--- config.mk ---
export PLATFORM = sky130hd
export DESIGN_NAME = morse_symbol_decoder
export DESIGN_NICKNAME = d
export VERILOG_FILES = /design/src/rtl/morse_symbol_decoder.sv
export SDC_FILE = /design/constraint.sdc
export NUM_CORES = 1
export LEC_CHECK = 0
export CAP_MARGIN = 40
export CORE_MARGIN = 5
export CORE_UTILIZATION = 45
export CTS_CLUSTER_SIZE = 12
export DETAILED_ROUTE_END_ITERATION = 12
export MAX_ROUTING_LAYER = met4
export SLEW_MARGIN = 40
export SYNTH_ARGS = -nofsm -noshare
export SYNTH_HDL_FRONTEND = slang
export SYNTH_SLANG_ARGS = --single-unit
--- constraint.sdc ---
create_clock -name clk -period 4.4 [get_ports clk]
set_input_delay 0.44 -clock clk [delete_from_list [all_inputs] [get_ports clk]]
set_output_delay 0.44 -clock clk [all_outputs]
set_load 0.02 [all_outputs]
--- src/rtl/morse_symbol_decoder.sv ---
// Morse symbol decoder: accumulates DIT/DAH symbols into a pattern and pushes the decoded ASCII
// character into a small valid/ready output FIFO. Define MORSE_DIGITS_EN to decode 5-element digit patterns.
module morse_symbol_decoder #(
  parameter int FIFO_DEPTH = 4
) (
  input  logic       clk,
  input  logic       rst_n,
  input  logic [2:0] ditsdahs,
  output logic [7:0] char_data,
  output logic       char_valid,
  input  logic       char_ready,
  output logic       err_unknown,
  output logic       fifo_ovf
);

  localparam int AW = (FIFO_DEPTH > 1) ? $clog2(FIFO_DEPTH) : 1;
  localparam logic [AW:0] DEPTH_CNT = (AW+1)'(FIFO_DEPTH);

  localparam logic [2:0] SYM_DIT   = 3'd1;
  localparam logic [2:0] SYM_DAH   = 3'd2;
  localparam logic [2:0] SYM_GAP   = 3'd3;
  localparam logic [2:0] SYM_SPACE = 3'd4;

  typedef enum logic [1:0] {EMPTY, ACCUM, SPACE_PEND} state_t;

  state_t      state, state_next;
  logic [4:0]  code, code_next;
  logic [2:0]  len, len_next;
  logic        too_long, too_long_next;
  logic        last_space;
  logic        push, push_ok, pop, full;
  logic [7:0]  push_data, lut_char;
  logic        err_next, is_elem, elem_bit;

  logic [7:0]  mem [FIFO_DEPTH];
  logic [AW-1:0] rd_ptr, wr_ptr;
  logic [AW:0] count;

  // Bits above len are always zero, so {len, code} is a unique key per pattern.
  always_comb begin
    lut_char = "?";
    if (!too_long) begin
      case ({len, code})
        {3'd1, 5'd0}:  lut_char = "E";
        {3'd1, 5'd1}:  lut_char = "T";
        {3'd2, 5'd0}:  lut_char = "I";
        {3'd2, 5'd1}:  lut_char = "N";
        {3'd2, 5'd2}:  lut_char = "A";
        {3'd2, 5'd3}:  lut_char = "M";
        {3'd3, 5'd0}:  lut_char = "S";
        {3'd3, 5'd1}:  lut_char = "D";
        {3'd3, 5'd2}:  lut_char = "R";
        {3'd3, 5'd3}:  lut_char = "G";
        {3'd3, 5'd4}:  lut_char = "U";
        {3'd3, 5'd5}:  lut_char = "K";
        {3'd3, 5'd6}:  lut_char = "W";
        {3'd3, 5'd7}:  lut_char = "O";
        {3'd4, 5'd0}:  lut_char = "H";
        {3'd4, 5'd1}:  lut_char = "B";
        {3'd4, 5'd2}:  lut_char = "L";
        {3'd4, 5'd3}:  lut_char = "Z";
        {3'd4, 5'd4}:  lut_char = "F";
        {3'd4, 5'd5}:  lut_char = "C";
        {3'd4, 5'd6}:  lut_char = "P";
        {3'd4, 5'd8}:  lut_char = "V";
        {3'd4, 5'd9}:  lut_char = "X";
        {3'd4, 5'd11}: lut_char = "Q";
        {3'd4, 5'd13}: lut_char = "Y";
        {3'd4, 5'd14}: lut_char = "J";
`ifdef MORSE_DIGITS_EN
        {3'd5, 5'd31}: lut_char = "0";
        {3'd5, 5'd30}: lut_char = "1";
        {3'd5, 5'd28}: lut_char = "2";
        {3'd5, 5'd24}: lut_char = "3";
        {3'd5, 5'd16}: lut_char = "4";
        {3'd5, 5'd0}:  lut_char = "5";
        {3'd5, 5'd1}:  lut_char = "6";
        {3'd5, 5'd3}:  lut_char = "7";
        {3'd5, 5'd7}:  lut_char = "8";
        {3'd5, 5'd15}: lut_char = "9";
`endif
        default:       lut_char = "?";
      endcase
    end
  end

  assign is_elem  = (ditsdahs == SYM_DIT) || (ditsdahs == SYM_DAH);
  assign elem_bit = (ditsdahs == SYM_DAH);

  always_comb begin
    state_next    = state;
    code_next     = code;
    len_next      = len;
    too_long_next = too_long;
    push          = 1'b0;
    push_data     = lut_char;
    err_next      = 1'b0;
    case (state)
      EMPTY: begin
        if (is_elem) begin
          code_next[0] = elem_bit;
          len_next     = 3'd1;
          state_next   = ACCUM;
        end else if (ditsdahs == SYM_SPACE && !last_space) begin
          push      = 1'b1;
          push_data = 8'h20;
        end
      end
      ACCUM: begin
        if (is_elem) begin
          if (len < 3'd5) begin
            for (int unsigned i = 0; i < 5; i++)
              if (32'(len) == i) code_next[i] = elem_bit;
            len_next = len + 3'd1;
          end else begin
            too_long_next = 1'b1;
          end
        end else if (ditsdahs == SYM_GAP || ditsdahs == SYM_SPACE) begin
          push          = 1'b1;
          err_next      = (lut_char == "?");
          code_next     = '0;
          len_next      = '0;
          too_long_next = 1'b0;
          state_next    = (ditsdahs == SYM_SPACE) ? SPACE_PEND : EMPTY;
        end
      end
      SPACE_PEND: begin
        // Accumulator is already clear here, so a new element starts at bit 0.
        push       = 1'b1;
        push_data  = 8'h20;
        state_next = EMPTY;
        if (is_elem) begin
          code_next[0] = elem_bit;
          len_next     = 3'd1;
          state_next   = ACCUM;
        end
      end
      default: state_next = EMPTY;
    endcase
  end

  assign char_valid = (count != '0);
  assign char_data  = char_valid ? mem[rd_ptr] : '0;
  assign full       = (count == DEPTH_CNT);
  assign pop        = char_valid && char_ready;
  assign push_ok    = push && (!full || pop);

  always_ff @(posedge clk or negedge rst_n) begin
    if (!rst_n) begin
      state       <= EMPTY;
      code        <= '0;
      len         <= '0;
      too_long    <= 1'b0;
      last_space  <= 1'b0;
      err_unknown <= 1'b0;
      fifo_ovf    <= 1'b0;
      rd_ptr      <= '0;
      wr_ptr      <= '0;
      count       <= '0;
    end else begin
      state       <= state_next;
      code        <= code_next;
      len         <= len_next;
      too_long    <= too_long_next;
      err_unknown <= err_next;
      if (push && !push_ok) fifo_ovf <= 1'b1;
      if (push_ok) begin
        last_space <= (push_data == 8'h20);
        wr_ptr     <= wr_ptr + AW'(1);
      end
      if (pop) rd_ptr <= rd_ptr + AW'(1);
      if (push_ok && !pop)      count <= count + (AW+1)'(1);
      else if (!push_ok && pop) count <= count - (AW+1)'(1);
    end
  end

  always_ff @(posedge clk) begin
    if (push_ok) mem[wr_ptr] <= push_data;
  end

endmodule
## Word-level counts from Yosys, hierarchy flattened

Memory sizes are Yosys's and may differ from the RTL's.
Cells that the tools add are included.

- Add/sub/neg operators: 5
- Magnitude comparators: 1
- Equality and inequality tests: 52
- Multiplexer cells: 42
- Reductions and logical operators: 28

Operators by type and width:

| kind | number |
|---|---|
| 7-bit case mux with 26 select lines | 1 |
| 8-bit by 7-bit equality test with 1-bit output (second input constant) | 12 |
| 8-bit equality test (second input constant) | 12 |
| 8-bit by 6-bit equality test with 1-bit output (second input constant) | 4 |
| 8-bit 2-to-1 mux | 4 |
| 4-bit AND reduction | 5 |
| 1-bit 2-to-1 mux | 19 |
| 3-bit 2-to-1 mux | 6 |
| 8-bit case mux with 2 select lines | 1 |
| 5-bit 2-to-1 mux | 3 |
| 3-bit by 2-bit equality test with 1-bit output (second input constant) | 4 |
| 2-bit by 1-bit != test with 1-bit output (second input constant) | 6 |
| 3-bit equality test (second input constant) | 3 |
| 3-bit != test (second input constant) | 3 |
| 2-bit 2-to-1 mux | 4 |
| 2-bit != test (second input constant) | 4 |
| 3-bit by 1-bit adder with 3-bit output (second input constant) | 2 |
| 3-bit by 1-bit equality test with 1-bit output (second input constant) | 2 |
| 1-bit logical AND | 6 |
| 2-bit case mux with 3 select lines | 1 |
| 3-bit case mux with 2 select lines | 1 |
| 3-bit AND reduction | 2 |
| 2-bit nonzero test | 3 |
| 5-bit AND reduction | 1 |
| 13 further kinds | 19 |

- Flip-flop bits (word level): 21
- RAM bits: 32
- Input bits: 6
- Output and inout bits: 11
- Word-level logic and storage cells: 143
- Memories kept: 1

Memories:

| memory | words | bits a word | rd ports | clocked after memory_dff | write ports | line | RTL |
|---|---|---|---|---|---|---|---|
| mem | 4 | 8 | 1 | 0 | 1 | 35 | `logic [7:0] mem [FIFO_DEPTH];` |

## Logic depth before layout (Yosys ltp)

Gate-level depths: netlist of run 1.

- Word-level depth: 10
- Gate-level depth with buffers: 11
- Mapped depth without buffers: 10

## Worst setup path before layout of run 1

Ideal clock, no wire load.

- Path kind: input-to-reg
- Start point: in ditsdahs[2]
- End point: reg count[2]
- Library setup time: 0.079 ns
- Arrival time: 2.695 ns
- Required time: 4.321 ns
- Path slack: 1.626 ns
- Stages: 11
- Path buffers: 1
- Cell sequence: clkbuf_1 inv_2 nor4_1 o21bai_1 a21oi_1 ha_1 inv_1 fa_1 xor2_1 nor2_1 xor2_1

- Longest elaborated chain between the ends: 9
- Elaborated cells between the ends (all ways): 18
- Those cells by class: eq/ne (4); mux (6); reduce/logical (8)

Ends and longest elaborated chain:

| item | line | RTL |
|---|---|---|
| start: declaration | 8 | `input logic [2:0] ditsdahs,` |
| 3-bit by 2-bit equality test with 1-bit output or 3-bit equality test (tied branches) | 118, 104 |  |
| 1-bit logical OR or 1-bit logical AND (tied branches) | 118, 104 |  |
| 1-bit 2-to-1 mux, on equally long branches | 118, 104 |  |
| 1-bit 2-to-1 mux, on equally long branches | 110, 100 |  |
| 1-bit case mux with 3 select lines * | 98 | `case (state)` |
| 1-bit logical AND * | 146 | `assign push_ok = push && (!full \|\| pop);` |
| via push_ok | 31 | `logic push, push_ok, pop, full;` |
| 1-bit zero test | 173 | `else if (!push_ok && pop) count <= count - (AW+1)'(1);` |
| 1-bit logical AND | 173 |  |
| 2-bit nonzero test (no line) | n/a |  |
| end signal: assignment | 172 | `if (push_ok && !pop) count <= count + (AW+1)'(1);` |
| end signal: assignment | 173 |  |
| end: declaration | 37 | `logic [AW:0] count;` |

Mark *: on every way through the listed nets, which the timed path passes. The rest lies on a longest branch.
A chain may end at the register's enable or synchronous reset.

## Worst setup path in the final report of run 1

Same ends and word-level chain as after synthesis.

==> summary.md, run 1 <==
| Metric | Value |
|---|---|
| Vias/cell | 5.87 |
| RSZ-0062 raised after global routing | no |
| Inserted Diodes | 0 |
| H-tree depth | 2 |
| # DRC | 0 |
| CTS Hold Buffers Added | 0 |
| Minimum clock period | approximately 3.2 ns |
| EDFF count, synth | 28 |
| Crit path cell chain | clkdlybuf4s50_1 > inv_2 > nor4_1 > o21bai_1 > a21oi_1 > ha_1 > inv_1 > fa_1 > xor2_1 > nor2_1 > xor2_1 |
| Synth area leader | edfxtp_1 |
| Total global routing overflow | 0 |
| Final Cell Area | 3040 µm² |
| Sequential-to-total area share from yosys stat | 49.6% |
| Post-synthesis cell count | 245 |
| DP Wirelength | approximately 3.8 mm |
| Total global routing track utilization | roughly 16% |
| IO Port Bufs | 15 |
| Final Setup Violations | 0 |
| Initial Util | 46.5% |
| Delay-heaviest family, CP | buffers and inverters |
| Worst path bufs/invs | 3 |
| Layout cells sized above 1 | 9.92% |
| DR iter-0 viols | 170 |
| Layout area overhead | 10.2% |
| Sink Count | 49 |
| Worst rel slew slack | 48.6% |
| Final Util | 51.3% |
| Skew final | roughly 0.005 ns |
| Total Power Consumption | roughly 1800 µW |
| DR vias | 1920 |
| Yosys reg bits | 49 |
| WP data arrival | 3.43 ns |
| 1st-pass router iterations | 4 |
| Avg Cell Area, Syn | 11.2 µm² |
| Worst-skew pair later-pin latency | roughly 0.3 ns |
| WL final | 5.40 mm |
| Top-count cell post-synth | edfxtp_1 |
| Post-Layout Cell Count | 327 |
| Clock Pin Slew Worst Setup and Hold Paths | 0.10 ns |
| Syn_nets | 262 |
| RR Endpoint | count[2]$_DFFE_PN0P_ |
| Slowest stage delay, CP | 0.66 ns |
| Crit. End Element | register |
| Placed instance count | 319 |
| R2R Path Start | state[0]$_DFFE_PN0P_ |
| Max-cap viol count | 0 |
| Synth top cells by count | edfxtp_1 (28), dfrtp_1 (21), nor2_1 (21) |
| CTS tree | built |
| Most frequent CP cell | xor2_1 |
| Setup tns final | 0 ns |
| Static Leakage | 0.00113 µW |
| Routed len/inst | 16.5 µm |
| Reg2reg setup slack | 1.53 ns |
| Placer Congestion | 0.892 |
| Filler instances | 502 |
| Final Hold Fails | 0 |
| Period utilization | 72.7% |
| Crit Path Category | in2reg |
| Req. time, crit path | between 4 and 5 ns |
| Longest Clk Path Bufs | 2 |
| Total CTS buffers | 5 |
| Ys flop type | edfxtp_1 |
| Post-synth ARST share | 42.9% |
| Syn. warnings | 0 |
| Status | completed |
| Vias in the first global route | 1826 |
| Site row count | 28 |
| Pin count of the biggest net entering global routing | 22 |
| Critical path launch point type | primary input |
| Yosys top cell area share | 30.5% |
| Io pins | 17 |
| HP Class | in2async |
| Critical path's slowest cell | clkdlybuf4s50_1 |
| F_max | 313 MHz |
| Die Y | slightly below 90 µm |
| Core area | just under 6000 µm² |
| Post-synthesis cell type count | 58 |
| Initial antenna violation count | 0 |
| DP Area | 2920 µm² |
| Setup Fix Bufs, Post-CTS | 0 |
| CP Max Fanout | 10 |
| Area occupied by registers | about 1400 µm² |
| Multi-input gate area | 1280 µm² |
| Post-CTS sizing | 0 |
| Max IR drop VDD | 0.000286 V |
| Dominant cells by area after synthesis | edfxtp_1 (31%), dfrtp_1 (19%), mux4_2 (5.7%) |
| Worst R2R Path Depth | 9 |
| First-pass GRT wire length | ~9.2 mm |
| Actual slew at the worst max-slew pin | 0.770 ns |
| Pwr dens | about 600 nW/µm² |
| Final nets | ~270 |
| Final ANT Viol Nets | 0 |
| Die ar. | 7790 µm² |
| Root Buffer | clkbuf_8 |
| Final Max Tran Viols | 0 |
| Die width | 88.2 µm |
| Post-Syn Area | 2760 µm² |
==> kinds of logic after synthesis <==
logic type                 Yosys count  synth area share [%]
and+or+nand+nor                     85                  17.3
adders and majority gates           11                  5.27
other                                1                 0.136
xor gates and xnor gates             7                  2.23
DFF                                 49                  49.6
muxes                               17                  9.72
AOI/OAI and AO/OA                   48                  11.5
buffers and inverters               27                  4.27
==> worst max-delay path by stage <==
stage | cells past startpoint | from | to | slack (ns)
floorplan | 11 | ditsdahs[2] | count[2]$_DFFE_PN0P_ | 1.63
global placement | 11 | ditsdahs[2] | count[2]$_DFFE_PN0P_ | 1.05
detailed placement | 11 | ditsdahs[2] | count[2]$_DFFE_PN0P_ | 0.90
CTS | 11 | ditsdahs[2] | count[2]$_DFFE_PN0P_ | 1.20
global route | 11 | ditsdahs[2] | count[2]$_DFFE_PN0P_ | 0.93
finish | 11 | ditsdahs[2] | count[2]$_DFFE_PN0P_ | 1.20
==> layout make-up <==
class | instances | share of cell area, %
sequential | 49 | 45.0
multi-input combinational | 169 | 42.0
timing repair buffer | 15 | 4.78
tap | 75 | 3.09
clock buffer | 5 | 2.27
clock inverter | 3 | 1.48
inverter | 11 | 1.36
==> layout by cell type (no fill, tap or decap), types with 2 or more instances in the layout <==
master and n:
nand3_1 8, a32oi_1 2, nand2_1 11, ha_1 10, a21oi_1 13, o211ai_1 3
o31a_1 3, or3_1 4, nor2_1 21, mux2_2 3, o31ai_1 2, xor2_1 2
mux2i_1 2, nor2b_1 3, mux4_2 7, inv_1 10, clkbuf_8 5, xnor2_1 5
o21ai_0 8, dfrtp_1 21, and2_1 12, nor4_1 3, nor3_1 8, edfxtp_1 28
o21a_1 2, clkdlybuf4s50_1 14, a31oi_1 4, mux2_1 5, nor3b_1 2
==> worst register-to-register path, stage by stage (launching register included) <==
cell	delay [ns]
dfrtp_1	0.52
nor2b_1	0.39
o21ai_0	0.28
a21oi_1	0.51
ha_1	0.28
inv_1	0.06
fa_1	0.37
xor2_1	0.15
nor2_1	0.11
xor2_1	0.14
==> registers in the layout, summed over array words and instances, names as in the netlist <==
name / cells
rd_ptr: 2
wr_ptr: 2
state: 2
last_space: 1
too_long: 1
mem: 28
fifo_ovf: 1
count: 3
len: 3
err_unknown: 1
code: 5
==> metal layers <==
layer | routed length, µm | track usage, % | part of all wire, %
met5 | 0 | - | 0
met2 | 2550 | 24.2 | 47
met3 | 307 | 3.63 | 5.7
met1 | 2500 | 21.1 | 46
met4 | 42 | 4.12 | 0.78
==> metrics by stage <==
| stage | hold WS [ns] | setup slack, ns |
|---|---|---|
| after floorplan | 0.144 | 1.63 |
| after global placement | 0.446 | 1.05 |
| after detailed placement | 0.435 | 0.901 |
| after CTS | 0.105 | 1.20 |
| after global routing | 0.122 | 0.931 |
| final | 0.102 | 1.20 |
==> where the power goes <==
group          internal (µW)  switching [µW]  leakage [µW]
logic                    364             370      0.000553
clock network            172             155     0.0000577
registers                643             140      0.000516
total                   1180             665       0.00113
(Power assumes the default switching activity.)
==> run 2, diff against run 1 <==
- PLACE_DENSITY: unset -> 0.66
- clock period: 4.4 -> 2.7 ns (I/O delays scaled with it)
==> summary.md, run 2 (synthesis results as in run 1) <==
| Metric | Value |
|---|---|
| WL final | 5.62 mm (+4.1%) |
| Die ar. | 7790 µm² (unchanged) |
| Most flops, register | mem |
| Met3 routed WL | 293 µm (-4.6%) |
| CTS tree | built |
| Clock Pin Slew Worst Setup and Hold Paths | 0.10 ns (about the same) |
| WP data arrival | 2.56 ns (-0.87 ns) |
| Final Max Tran Viols | 0 (unchanged) |
| Initial antenna violation count | 0 (unchanged) |
| Multi-input gate area | 1270 µm² (-0.39%) |
| Reg2reg setup slack | 0.18 ns (-1.35 ns) |
| Post-CTS sizing | 0 (unchanged) |
| Die width | 88.2 µm (unchanged) |
| F_max | roughly 400 MHz |
| Crit. End Element | register |
| Initial Util | 46.5% (unchanged) |
| Io pins | 17 (unchanged) |
| CP Max Fanout | 7 (-3) |
| Routed len/inst | 16.1 µm (-2.7%) |
| DR vias | 1997 (+4.0%) |
| Status | completed |
| Inserted Diodes | 0 (unchanged) |
| Layout area overhead | 15.9% |
| Met1 wire length | 2.60 mm (+4.3%) |
| Root Buffer | clkbuf_8 |
| Die Y | 88.2 µm (unchanged) |
| Vias in the first global route | 2027 (+11%) |
| Met2 Wirelength | 2.63 mm (+3.1%) |
| # DRC | 0 (unchanged) |
| RSZ-0062 raised after global routing | no |
| Final Util | 53.9% (+2.6 points) |
| Setup tns final | 0 ns (unchanged) |
| Core area | 5920 µm² (unchanged) |
| Skew final | 0.00911 ns (+0.00423 ns) |
| Setup Fix Bufs, Post-CTS | 0 (unchanged) |
| Commonest non-fill, non-tap cell in the layout | edfxtp_1 |
| Longest Clk Path Bufs | 2 (unchanged) |
| CTS Hold Buffers Added | 0 (unchanged) |
| Area occupied by registers | 1370 µm² (unchanged) |
| Worst rel slew slack | 56.0% (+7.5 points) |
| Max reg flops | 28 (unchanged) |
| Final Setup Violations | 0 (unchanged) |
| Max IR drop VDD | 0.000459 V (+60%) |
| Most frequent cells in the layout | edfxtp_1 (28), buf_4 (23), nor2_1 (21), dfrtp_1 (21), clkdlybuf4s50_1 (15) |
| Filler instances | 506 (+0.80%) |
| Vias/cell | 5.71 (-2.8%) |
| Final Hold Fails | 0 (unchanged) |
| IO Port Bufs | 15 (unchanged) |
| DP Wirelength | 4.10 mm (+7.6%) |
| Pwr dens | 943 nW/µm² (+55%) |
| Max-cap viol count | 0 (unchanged) |
| Final nets | 291 (+8.6%) |
| Hold slack | 0.303 ns (+0.202 ns) |
| HP Class | in2async |
| Crit Path Category | reg2reg |
| Worst-skew pair later-pin latency | 0.31 ns (about the same) |
| Static Leakage | 0.00123 µW (+9.5%) |
| Site row count | 28 (unchanged) |
| 1st-pass router iterations | 5 (+1) |
| DR iter-0 viols | 190 (+12%) |
| Total global routing track utilization | 17.0% (+1.2 points) |
| Top Registers | mem (28), code (5) |
| Layout cells sized above 1 | 17.1% (+7.2 points) |
| Final ANT Viol Nets | 0 (unchanged) |
| Critical path launch point type | register |
| Req. time, crit path | 2.74 ns (-1.89 ns) |
| Uppermost routed layer | met4 |
| Actual slew at the worst max-slew pin | 0.653 ns (-0.116 ns) |
| Pin count of the biggest net entering global routing | 22 (unchanged) |
| First-pass GRT wire length | 10.0 mm (+9.0%) |
| Placer Congestion | 0.875 (-1.9%) |
| Minimum clock period | approximately 2.5 ns |
| Total global routing overflow | 0 (unchanged) |
| Total CTS buffers | 5 (unchanged) |
| Sink Count | 49 (unchanged) |
| Period utilization | about 93% |
| H-tree depth | 2 (unchanged) |
==> run 2: worst max-delay path, cell delays in order (launching register included) <==
cell	delay, ns
dfrtp_1	0.38
buf_4	0.15
nor4_1	0.59
nand4_1	0.21
and3b_1	0.25
and4b_4	0.23
o41a_1	0.45
==> run 2: routing by layer <==
metal / vias to the layer above / track usage (%)
li1: 962 / -
met1: 951 / 23.3
met2: 75 / 25.5
met3: 9 / 3.26
met4: 0 / 5.36
met5: - / -
==> run 2: path summary, 6_finish.rpt <==
| path | end | from | cells after the start |
|---|---|---|---|
| max | mem[3][0]$_DFFE_PP_ | code[4]$_DFFE_PN0P_ | 6 |
| min | rd_ptr[1]$_DFFE_PN0P_ | rst_n | 2 |
| max reg2reg | mem[3][0]$_DFFE_PP_ | code[4]$_DFFE_PN0P_ | 6 |
| min reg2reg | fifo_ovf$_DFFE_PN0P_ | fifo_ovf$_DFFE_PN0P_ | 1 |
| max in group asynchronous | len[0]$_DFFE_PN0P_ | rst_n | 2 |
| min in group clk | fifo_ovf$_DFFE_PN0P_ | fifo_ovf$_DFFE_PN0P_ | 1 |
==> run 2: metrics by stage <==
| stage | cell area, µm² | setup slack, ns | std cells | power (µW) |
|---|---|---|---|---|
| 6_report | 3190 | 0.178 | 350 | 3010 |
| 5_1_grt | 3190 | 0.0596 | 350 | 3240 |
| 4_1_cts | 3190 | 0.128 | 350 | 3040 |
| 3_5_place_dp | 3100 | 0.0137 | 342 | 2580 |
| 3_3_place_gp | 3100 | 0.0833 | 342 | 2540 |
| 2_1_floorplan | 2760 | 0.0956 | 245 | 2130 |
==> run 2: where the power goes <==
group | switching, µW | internal, µW | leakage, µW
sequential | 160 | 1050 | 0.000516
clock | 265 | 194 | 0.0000506
combinational | 686 | 659 | 0.000667
==> run 2: cell type report <==
| cell class | count | area share [%] |
|---|---|---|
| multi-input cells | 169 | 39.8 |
| well taps | 75 | 2.94 |
| repair buffers | 38 | 10.1 |
| clock inverters | 3 | 0.901 |
| clock buffers | 5 | 2.16 |
| flip-flops and latches | 49 | 42.8 |
| inverters | 11 | 1.29 |
==> run 3, diff against run 2 <==
- PLACE_DENSITY: 0.66 -> 0.67
==> summary.md, run 3 (synthesis results as in run 1) <==
| Metric | Value |
|---|---|
| Vias in the first global route | 1968 (-2.9%) |
| Met1 usage | 21.5% (-1.8 points) |
| Crit Path Category | reg2out |
| CTS Hold Buffers Added | 0 (unchanged) |
| Max IR drop VDD | 0.000492 V (+7.3%) |
| Total global routing track utilization | 16.2% (-0.80 points) |
| Period utilization | 93.3% (-0.11 points) |
| Total global routing overflow | 0 (unchanged) |
| Inserted Diodes | 0 (unchanged) |
| Pin count of the biggest net entering global routing | 22 (unchanged) |
| Worst-skew pair later-pin latency | 0.31 ns (about the same) |
| Layout cells sized above 1 | 16.5% (-0.61 points) |
| WP data arrival | 2.25 ns (-0.31 ns) |
| Static Leakage | 0.00122 µW (-0.83%) |
| Setup Fix Bufs, Post-CTS | 0 (unchanged) |
| Max-cap viol count | 0 (unchanged) |
| DR vias | 1968 (-1.5%) |
| Final ANT Viol Nets | 0 (unchanged) |
| GRT met2 Usage | 25.2% (-0.34 points) |
| CTS tree | built |
| Post-CTS sizing | 0 (unchanged) |
| Core area | 5920 µm² (unchanged) |
| Worst R2R Path Depth | 5 (-1) |
| Placer Congestion | 0.848 (-3.1%) |
| GRT Max-Usage Layer | met2 |
| Critical path's slowest cell | dfrtp_1 |
| Max reg flops | 28 (unchanged) |
| Crit path cell chain | mux4_2 > and2_1 > clkdlybuf4s50_1 |
| First-pass GRT wire length | 9.54 mm (-4.6%) |
| RR Endpoint | mem[2][0]$_DFFE_PP_ |
| Slowest stage delay, CP | 0.67 ns (+0.08 ns) |
| WL final | 5.49 mm (-2.3%) |
| F_max | 397 MHz (+0.11%) |
| Setup tns final | 0 ns (unchanged) |
| Final nets | 289 (-0.69%) |
| 1st-pass router iterations | 4 (-1) |
| RSZ-0062 raised after global routing | no |
| Critical path launch point type | register |
| Worst path bufs/invs | 1 (unchanged) |
| Clock Pin Slew Worst Setup and Hold Paths | 0.10 ns (about the same) |
| R2R Path Start | len[2]$_DFFE_PN0P_ |
| Actual slew at the worst max-slew pin | 0.647 ns (-0.00641 ns) |
| Root Buffer | clkbuf_8 |
| Pwr dens | 949 nW/µm² (+0.56%) |
| Initial antenna violation count | 0 (unchanged) |
| HP Class | in2async |
| # DRC | 0 (unchanged) |
| Routed len/inst | 15.8 µm (-1.8%) |
| Post-Layout Cell Count | 348 (-0.57%) |
| Skew final | 0.00874 ns (-0.000372 ns) |
| Multi-input gate area | 1270 µm² (unchanged) |
| DR iter-0 viols | 184 (-3.2%) |
| Most flops, register | mem |
| Met3 Resource Use GR | 2.79% (-0.47 points) |
| Total CTS buffers | 5 (unchanged) |
| CP Max Fanout | 8 (+1) |
| Vias/cell | 5.66 (-0.89%) |
| Final Max Tran Viols | 0 (unchanged) |
| Final Hold Fails | 0 (unchanged) |
| Req. time, crit path | 2.43 ns (-0.31 ns) |
| Worst rel slew slack | 56.8% (+0.74 points) |
| Placed instance count | 340 (-0.58%) |
| Most frequent cells in the layout | edfxtp_1 (28), nor2_1 (21), dfrtp_1 (21), buf_4 (21), clkdlybuf4s50_1 (15) |
| Final Setup Violations | 0 (unchanged) |
| H-tree depth | 2 (unchanged) |
| Top Registers | mem (28), code (5) |
| Reg2reg setup slack | 0.22 ns (+0.04 ns) |
| Crit. End Element | output port |
| Io pins | 17 (unchanged) |
| Longest Clk Path Bufs | 2 (unchanged) |
| Layout area overhead | 15.3% |
| Die Y | 88.2 µm (unchanged) |
| Commonest non-fill, non-tap cell in the layout | edfxtp_1 |
| Site row count | 28 (unchanged) |
| Filler instances | 525 (+3.8%) |
| Minimum clock period | 2.52 ns (-0.00287 ns) |
| Delay-heaviest family, CP | flip-flops |
| IO Port Bufs | 15 (unchanged) |
| Sink Count | 49 (unchanged) |
| Area occupied by registers | 1370 µm² (unchanged) |
| Initial Util | 46.5% (unchanged) |
| DP Wirelength | 4.06 mm (-1.0%) |
| Die width | 88.2 µm (unchanged) |
| Status | completed |
| Die ar. | 7790 µm² (unchanged) |
-- run 3: cell types whose count changed in the layout (fill, tap and decap cells not counted), sizes merged --
| cell | change |
|---|---|
| buf | -2 |
-- run 3: per-layer routing --
layer  routed length, µm  vias to the layer above
met1                2620                      954
li1                    -                      964
met3                 185                       10
met4                  93                        0
met2                2590                       40
met5                   0                        -
-- run 3: worst register-to-register path, delay by kind of cell, from the launching register on --
family	cells	cell delay [ns]
and+or+nand+nor	3	1.14
AOI/OAI and AO/OA	2	0.60
DFF	1	0.48
-- run 3: final cells by class --
class,instances,area share [%]
repair buffers,36,9.69
multi-input cells,169,40.0
flip-flops and latches,49,43.0
inverters,11,1.30
clock buffers,5,2.17
well taps,75,2.95
clock inverters,3,0.906
-- run 3: worst max-delay path by stage --
stage / to / from / slack [ns] / depth (start not counted)
after floorplan: count[2]$_DFFE_PN0P_ / ditsdahs[2] / 0.1 / 11
after global placement: count[2]$_DFFE_PN0P_ / ditsdahs[2] / 0.1 / 11
after detailed placement: count[2]$_DFFE_PN0P_ / ditsdahs[2] / 0.03 / 11
after CTS: char_data[0] / rd_ptr[0]$_DFFE_PN0P_ / 0.14 / 3
after global routing: char_data[0] / rd_ptr[0]$_DFFE_PN0P_ / 0.04 / 3
final: char_data[0] / rd_ptr[0]$_DFFE_PN0P_ / 0.18 / 3
-- run 3: stage by stage --
stage	power, µW	utilization (%)	hold slack [ns]	instance area (µm²)	setup WS [ns]
floorplan	2130	-	-0.0256	2760	0.0956
detailed placement	2580	52.0	0.452	3080	0.0314
global route	3230	53.7	0.313	3180	0.0416
CTS	3040	53.7	0.302	3180	0.136
global placement	2530	52.0	0.448	3080	0.0981
finish	3010	53.7	0.297	3180	0.181
-- run 3: power breakdown --
group,total [µW],switching (µW),internal (µW)
Sequential,1200,156,1050
Clock,465,271,194
Combinational,1350,684,661
